$ cat config.mk
export PLATFORM = sky130hd
export DESIGN_NAME = wb_downsizer_seq
export DESIGN_NICKNAME = d
export VERILOG_FILES = /design/src/rtl/wb_pkg.sv /design/src/rtl/wb_lane_assembler.sv /design/src/rtl/wb_downsizer_seq.sv
export SDC_FILE = /design/constraint.sdc
export NUM_CORES = 1
export LEC_CHECK = 0
export BUFFER_PORTS_ARGS = -buffer_cell sky130_fd_sc_hd__buf_2
export CAP_MARGIN = 5
export CORE_ASPECT_RATIO = 1.5
export CORE_MARGIN = 10
export CORE_UTILIZATION = 45
export CTS_BUF_LIST = sky130_fd_sc_hd__clkbuf_8
export CTS_CLUSTER_SIZE = 16
export DETAILED_ROUTE_END_ITERATION = 12
export PLACE_DENSITY = 0.72
export SYNTH_ARGS = -nofsm -noshare
export SYNTH_HDL_FRONTEND = slang
export SYNTH_HIERARCHICAL = 1
export SYNTH_SLANG_ARGS = --single-unit
$ cat constraint.sdc
create_clock -name clk -period 1.9 [get_ports clk]
set_input_delay 0 -clock clk [delete_from_list [all_inputs] [get_ports clk]]
set_output_delay 0 -clock clk [all_outputs]
set_load 0.005 [all_outputs]
$ cat src/rtl/wb_pkg.sv
// Shared types and helpers for the Wishbone sequential downsizer.
package wb_pkg;

    localparam int GRAN      = 8;
    localparam int GRAN_LOG2 = 3;

    typedef enum logic [1:0] {
        IDLE,
        BEAT,
        TERM
    } state_t;

    typedef enum logic [1:0] {
        TERM_ACK,
        TERM_ERR,
        TERM_RTY
    } term_t;

    function automatic int n_beats(input int master_size, input int slave_size);
        return master_size / slave_size;
    endfunction

endpackage

$ cat src/rtl/wb_lane_assembler.sv
// Read assembly register: one byte lane per master byte, written from the
// current narrow beat and cleared when a new wide request is accepted.
module wb_lane_assembler
    import wb_pkg::*;
#(
    parameter int MASTER_PORT_SIZE = 32,
    parameter int SLAVE_PORT_SIZE  = 8,
    parameter int KW               = 2
) (
    input  logic                          clk,
    input  logic                          rst_n,
    input  logic                          clear,
    input  logic                          store,
    input  logic                          we,
    input  logic [KW-1:0]                 k,
    input  logic [MASTER_PORT_SIZE/GRAN-1:0] sel,
    input  logic [SLAVE_PORT_SIZE-1:0]    beat_dat,
    output logic [MASTER_PORT_SIZE-1:0]   asm_dat
);

    localparam int M_BYTES = MASTER_PORT_SIZE / GRAN;
    localparam int S_BYTES = SLAVE_PORT_SIZE / GRAN;

    logic [GRAN-1:0] lane_reg [M_BYTES];

    generate
        for (genvar gi = 0; gi < M_BYTES; gi++) begin : g_lane
            localparam int BEAT_IDX = gi / S_BYTES;
            localparam int LANE     = gi % S_BYTES;

            // Lanes with sel = 0 are never written, so they read back as zero.
            always_ff @(posedge clk or negedge rst_n) begin
                if (!rst_n) begin
                    lane_reg[gi] <= '0;
                end else if (clear) begin
                    lane_reg[gi] <= '0;
                end else if (store && !we && sel[gi] && (k == KW'(BEAT_IDX))) begin
                    lane_reg[gi] <= beat_dat[LANE*GRAN +: GRAN];
                end
            end

            assign asm_dat[gi*GRAN +: GRAN] = lane_reg[gi];
        end
    endgenerate

endmodule

$ cat src/rtl/wb_downsizer_seq.sv
// Sequential Wishbone width converter: one wide access -> N narrow beats.
// Optional WB_DOWNSIZER_SKIP_EMPTY_EN skips beats whose sel slice is zero.
module wb_downsizer_seq
    import wb_pkg::*;
#(
    parameter int MASTER_ADR_BITS  = 16,
    parameter int MASTER_PORT_SIZE = 32,
    parameter int SLAVE_ADR_BITS   = 16,
    parameter int SLAVE_PORT_SIZE  = 8
) (
    input  logic                             clk,
    input  logic                             rst_n,
    input  logic [MASTER_ADR_BITS-1:0]       master_adr,
    input  logic [MASTER_PORT_SIZE-1:0]      master_dat_ms,
    input  logic [MASTER_PORT_SIZE/GRAN-1:0] master_sel,
    input  logic                             master_we,
    input  logic                             master_stb,
    input  logic                             master_cyc,
    output logic [MASTER_PORT_SIZE-1:0]      master_dat_sm,
    output logic                             master_ack,
    output logic                             master_err,
    output logic                             master_rty,
    output logic [SLAVE_ADR_BITS-1:0]        slave_adr,
    output logic [SLAVE_PORT_SIZE-1:0]       slave_dat_ms,
    output logic [SLAVE_PORT_SIZE/GRAN-1:0]  slave_sel,
    output logic                             slave_we,
    output logic                             slave_stb,
    output logic                             slave_cyc,
    input  logic [SLAVE_PORT_SIZE-1:0]       slave_dat_sm,
    input  logic                             slave_ack,
    input  logic                             slave_err,
    input  logic                             slave_rty
);

    localparam int N_BEATS = n_beats(MASTER_PORT_SIZE, SLAVE_PORT_SIZE);
    localparam int M_BYTES = MASTER_PORT_SIZE / GRAN;
    localparam int S_BYTES = SLAVE_PORT_SIZE / GRAN;
    localparam int KW      = (N_BEATS > 1) ? $clog2(N_BEATS) : 1;

    state_t                      state_reg;
    logic [KW-1:0]               k_reg;
    logic [MASTER_ADR_BITS-1:0]  base_reg;
    logic [MASTER_PORT_SIZE-1:0] dat_reg;
    logic [M_BYTES-1:0]          sel_reg;
    logic                        we_reg;

    logic [MASTER_ADR_BITS-1:0]  base_next;
    logic                        accept;
    logic                        store;
    int                          start_beat;
    int                          next_beat;
    term_t                       beat_term;

    function automatic logic [SLAVE_ADR_BITS-1:0] beat_adr(
        input logic [MASTER_ADR_BITS-1:0] base, input int j);
        logic [MASTER_ADR_BITS-1:0] a;
        a = base + MASTER_ADR_BITS'(j * S_BYTES);
        return SLAVE_ADR_BITS'(a);
    endfunction

    function automatic logic [SLAVE_PORT_SIZE-1:0] beat_dat(
        input logic [MASTER_PORT_SIZE-1:0] d, input int j);
        return d[j*SLAVE_PORT_SIZE +: SLAVE_PORT_SIZE];
    endfunction

    function automatic logic [S_BYTES-1:0] beat_sel(
        input logic [M_BYTES-1:0] s, input int j);
        return s[j*S_BYTES +: S_BYTES];
    endfunction

`ifdef WB_DOWNSIZER_SKIP_EMPTY_EN
    // First beat at or after 'from' with a non-empty sel slice; N_BEATS if none.
    function automatic int first_beat(input logic [M_BYTES-1:0] s, input int from);
        int r;
        r = N_BEATS;
        for (int j = N_BEATS - 1; j >= 0; j--) begin
            if (j >= from && s[j*S_BYTES +: S_BYTES] != '0) r = j;
        end
        return r;
    endfunction

    always_comb begin
        start_beat = first_beat(master_sel, 0);
        next_beat  = first_beat(sel_reg, int'(k_reg) + 1);
    end
`else
    always_comb begin
        start_beat = 0;
        next_beat  = int'(k_reg) + 1;
    end
`endif

    assign base_next = master_adr & ~MASTER_ADR_BITS'(M_BYTES - 1);
    assign accept    = (state_reg == IDLE) && master_cyc && master_stb;
    assign store     = (state_reg == BEAT) && master_cyc && slave_ack && !slave_err && !slave_rty;

    always_comb begin
        beat_term = TERM_ACK;
        if (slave_err)      beat_term = TERM_ERR;
        else if (slave_rty) beat_term = TERM_RTY;
    end

    always_ff @(posedge clk or negedge rst_n) begin
        if (!rst_n) begin
            state_reg    <= IDLE;
            k_reg        <= '0;
            base_reg     <= '0;
            dat_reg      <= '0;
            sel_reg      <= '0;
            we_reg       <= 1'b0;
            slave_adr    <= '0;
            slave_dat_ms <= '0;
            slave_sel    <= '0;
            slave_we     <= 1'b0;
            slave_stb    <= 1'b0;
            slave_cyc    <= 1'b0;
            master_ack   <= 1'b0;
            master_err   <= 1'b0;
            master_rty   <= 1'b0;
        end else begin
            master_ack <= 1'b0;
            master_err <= 1'b0;
            master_rty <= 1'b0;
            case (state_reg)
                IDLE: if (accept) begin
                    base_reg <= base_next;
                    dat_reg  <= master_dat_ms;
                    sel_reg  <= master_sel;
                    we_reg   <= master_we;
                    if (start_beat >= N_BEATS) begin
                        k_reg      <= '0;
                        master_ack <= 1'b1;
                        state_reg  <= TERM;
                    end else begin
                        k_reg        <= KW'(start_beat);
                        slave_adr    <= beat_adr(base_next, start_beat);
                        slave_dat_ms <= beat_dat(master_dat_ms, start_beat);
                        slave_sel    <= beat_sel(master_sel, start_beat);
                        slave_we     <= master_we;
                        slave_cyc    <= 1'b1;
                        slave_stb    <= 1'b1;
                        state_reg    <= BEAT;
                    end
                end
                BEAT: begin
                    if (!master_cyc) begin
                        // Abort: drop the bus silently, already-acked beats stand.
                        slave_cyc <= 1'b0;
                        slave_stb <= 1'b0;
                        slave_we  <= 1'b0;
                        k_reg     <= '0;
                        state_reg <= IDLE;
                    end else if (slave_err || slave_rty || (slave_ack && next_beat >= N_BEATS)) begin
                        slave_cyc  <= 1'b0;
                        slave_stb  <= 1'b0;
                        slave_we   <= 1'b0;
                        master_ack <= (beat_term == TERM_ACK);
                        master_err <= (beat_term == TERM_ERR);
                        master_rty <= (beat_term == TERM_RTY);
                        state_reg  <= TERM;
                    end else if (slave_ack) begin
                        k_reg        <= KW'(next_beat);
                        slave_adr    <= beat_adr(base_reg, next_beat);
                        slave_dat_ms <= beat_dat(dat_reg, next_beat);
                        slave_sel    <= beat_sel(sel_reg, next_beat);
                    end
                end
                TERM: state_reg <= IDLE;
                default: state_reg <= IDLE;
            endcase
        end
    end

    wb_lane_assembler #(
        .MASTER_PORT_SIZE(MASTER_PORT_SIZE),
        .SLAVE_PORT_SIZE (SLAVE_PORT_SIZE),
        .KW              (KW)
    ) u_asm (
        .clk     (clk),
        .rst_n   (rst_n),
        .clear   (accept),
        .store   (store),
        .we      (we_reg),
        .k       (k_reg),
        .sel     (sel_reg),
        .beat_dat(slave_dat_sm),
        .asm_dat (master_dat_sm)
    );

endmodule
==> flow_metrics.env <==
export IMPL_clock_skew_ns=0.009195
export IMPL_ys_seq_area_share_pct=52.82
export IMPL_nNetsFinal=796
export IMPL_setup_viol=0
export IMPL_ioPinCount=131
export IMPL_antenna_found_initial=4
export IMPL_cts_tree="done"
export IMPL_finalMaxSlewViolations=0
export IMPL_rsz0062_at_grt="true"
export IMPL_start_kind="flop"
export IMPL_drtPass1Iterations=4
export IMPL_core_area_um2=11110
export IMPL_wl_um=14950
export IMPL_first_global_vias=4966
export IMPL_min_to="u_asm/asm_dat[1]$_DFFE_PN0P_"
export IMPL_drc_errors=0
export IMPL_wire_per_inst_um=16.98
export IMPL_ys_flop_type="dfrtp_1"
export IMPL_hold_start="slave_dat_sm[1]"
export IMPL_synthArstFlopShare_pct=100.0
export IMPL_path_max_fanout=10
export IMPL_yosysUniqueCellTypes=51
export IMPL_drt_iter0_markers=177
export IMPL_hold_class="in -> reg"
export IMPL_vias=4556
export IMPL_rrSetupSlack_ns=0.04
export IMPL_fmax_mhz=537.9
export IMPL_finalHoldViolCount=0
export IMPL_globalRouteMet3Util_pct=4.679
export IMPL_grt_max_degree=52
export IMPL_portBuffers=128
export IMPL_p_leak_nw=3.589
export IMPL_use_met1_pct=19.75
export IMPL_grt_use_total_pct=18.42
export IMPL_critPathKind="reg -> reg"
export IMPL_setup_ws_ns=0.04087
export IMPL_max_cap_violations=0
export IMPL_clock_path_buffers=2
export IMPL_min_path_cells=3
export IMPL_placementRows=47
export IMPL_overflow=0
export IMPL_clk_pin_slew_ns=0.11
export IMPL_power_per_cell_area_nw_per_um2=789.5
export IMPL_largest_reg_flops=32
export IMPL_grt_pass1_wl_um=24080
export IMPL_met2_usage_pct=32.38
export IMPL_synth_area_leaders="dfrtp_1 53%, nand2_1 9.6%, mux2i_1 8.3%"
export IMPL_post_route_util_pct=63.02
export IMPL_synth_top_area_share_pct=52.82
export IMPL_synth_edf_count=0
export IMPL_gp_congestion=0.9072
export IMPL_syn_nets=598
export IMPL_vdd_ir_drop_max_mv=0.3661
export IMPL_dpl_hpwl_um=10480
export IMPL_vias_per_cell=5.177
export IMPL_postRouteAntennaNets=0
export IMPL_clk_latency_ns=0.37
export IMPL_top_usage_layer="met2"
export IMPL_clkSinkCount=109
export IMPL_ff2ff_path_depth=5
export IMPL_status="complete, no violations"
export IMPL_syn_inst=526
export IMPL_r2r_end="slave_adr[11]$_DFFE_PN0P_"
export IMPL_slew_headroom_pct=58.98
export IMPL_cp_data_arrival_time_ns=2.12
export IMPL_die_y_um=151.2
export IMPL_die_area_um2=16250
export IMPL_synth_top_cell_by_area="dfrtp_1"
export IMPL_cp_data_required_time_ns=2.16
export IMPL_max_slew_worst_pin_slew_ns=0.6140
export IMPL_drive_gt1_share_pct=27.43
export IMPL_synth_warnings=6
export IMPL_cts_root_buf="clkbuf_8"
export IMPL_r2r_start="k_reg[0]$_DFFE_PN0P_"
export IMPL_finalCritPeriodShare_pct=97.85
export IMPL_initial_utilization_pct=46.46
export IMPL_htreeDepth=3
export IMPL_syn_area_um2=5164
export IMPL_area_growth_pct=35.64
export IMPL_fin_tns_setup_ns=0
export IMPL_endpoint_kind="flop"
export IMPL_total_power_mw=5.530
export IMPL_place_ws_ns=-0.02760
export IMPL_synth_seq_cells=109
export IMPL_cts_made_buffers=9
export IMPL_synth_area_per_cell_um2=9.817
export IMPL_period_needed_ns=1.859
export IMPL_die_x_um=107.5
per-layer routing:
metal	vias up	wire length, µm	share of wire (%)
li1	2171	-	-
met1	2178	5620	38
met2	162	7890	53
met3	45	892	6.0
met4	0	542	3.6
met5	-	0	0
cells in the mapped netlist, types with 3 or more instances:
| cell | n |
|---|---|
| nand3_1 | 9 |
| o221ai_1 | 3 |
| buf_1 | 5 |
| buf_2 | 5 |
| buf_4 | 3 |
| o211ai_1 | 4 |
| nand3b_1 | 3 |
| ha_1 | 4 |
| inv_2 | 3 |
| o21ai_0 | 33 |
| nor2_1 | 25 |
| inv_1 | 7 |
| mux2_4 | 3 |
| nor3_1 | 5 |
| mux2i_1 | 43 |
| nand2_1 | 132 |
| nand2b_1 | 41 |
| o31ai_1 | 13 |
| nor4_1 | 3 |
| clkbuf_1 | 18 |
| xnor2_1 | 4 |
| a22o_1 | 3 |
| a211oi_1 | 10 |
| dfrtp_1 | 109 |
power breakdown:
| group | internal (mW) | switching [mW] | leakage, nW |
|---|---|---|---|
| sequential | 2.63 | 0.224 | 1.41 |
| combinational | 0.542 | 0.560 | 2.07 |
| clock | 0.752 | 0.822 | 0.109 |
layout by cell type (no fill, tap or decap), types with 3 or more instances in the layout:
master and count:
o21ai_0 33, nand3b_1 3, o31ai_1 10, mux2i_1 43
clkbuf_8 9, dlygate4sd3_1 64, nand2_1 131, nand3_1 9
buf_4 28, dfrtp_1 108, buf_2 127, diode_2 4
nor2_1 25, nand2b_1 41, a211oi_1 10, a22o_1 3
mux2_4 3, nor3_1 4, inv_2 3, o221ai_1 3
o211ai_1 4, inv_1 8, xnor2_1 4, o31ai_2 3
cell families after synthesis:
family | share of synthesized area, %
AND/OR/NAND/NOR | 22.49
flip-flops | 52.82
AO/OA/AOI/OAI | 9.741
multiplexers | 9.208
buffers and inverters | 3.756
XOR/XNOR | 1.018
adder cells (fa/ha/maj) | 0.9693
critical path, stage by stage (launching register included):
cell	delay, ns
dfrtp_2	0.44
ha_2	0.23
nor4b_4	0.27
a21oi_2	0.16
or2_4	0.34
mux2_4	0.31
metrics by stage:
stage	instances	instance area, µm²	hold slack [ns]
final	880	7004	0.005703
after global routing	880	7004	0.01064
after CTS	874	6908	0.001309
after detailed placement	794	6036	-0.06231
after global placement	794	6036	-0.06806
after floorplan	526	5167	-0.2956
worst max path at each step:
stage,depth (start not counted),slack [ns],from,end
after global placement,7,0.02,k_reg[1]$_DFFE_PN0P_,slave_adr[10]$_DFFE_PN0P_
after CTS,7,-0.02,k_reg[1]$_DFFE_PN0P_,slave_adr[10]$_DFFE_PN0P_
final,5,0.04,k_reg[0]$_DFFE_PN0P_,slave_adr[11]$_DFFE_PN0P_
after global routing,5,-0.02,k_reg[0]$_DFFE_PN0P_,slave_adr[6]$_DFFE_PN0P_
after floorplan,6,0.02,k_reg[0]$_DFFE_PN0P_,slave_adr[11]$_DFFE_PN0P_
after detailed placement,7,-0.03,k_reg[1]$_DFFE_PN0P_,slave_adr[10]$_DFFE_PN0P_
final cells by class:
class                           instances  area [µm²]
Timing Repair Buffer                  219        1486
Antenna cell                            4       10.01
Tap cell                              147       183.9
Fill cell                             881        4110
Clock inverter                          7       98.84
Inverter                               10       37.54
Multi-Input combinational cell        375        2335
Sequential cell                       109        2729
Clock buffer                            9       123.9
repair_timing:
action | CTS | global route
endpoints found under the setup margin | 4 | 25
setup buffers | 0 | 1
endpoints found under the hold margin | 206 | 0
hold buffers | 64 | 0
pin swaps | 0 | 5
gates cloned | 0 | 1
resized for setup | 2 | 15
Note: power is estimated with default switching activity, not from simulation.
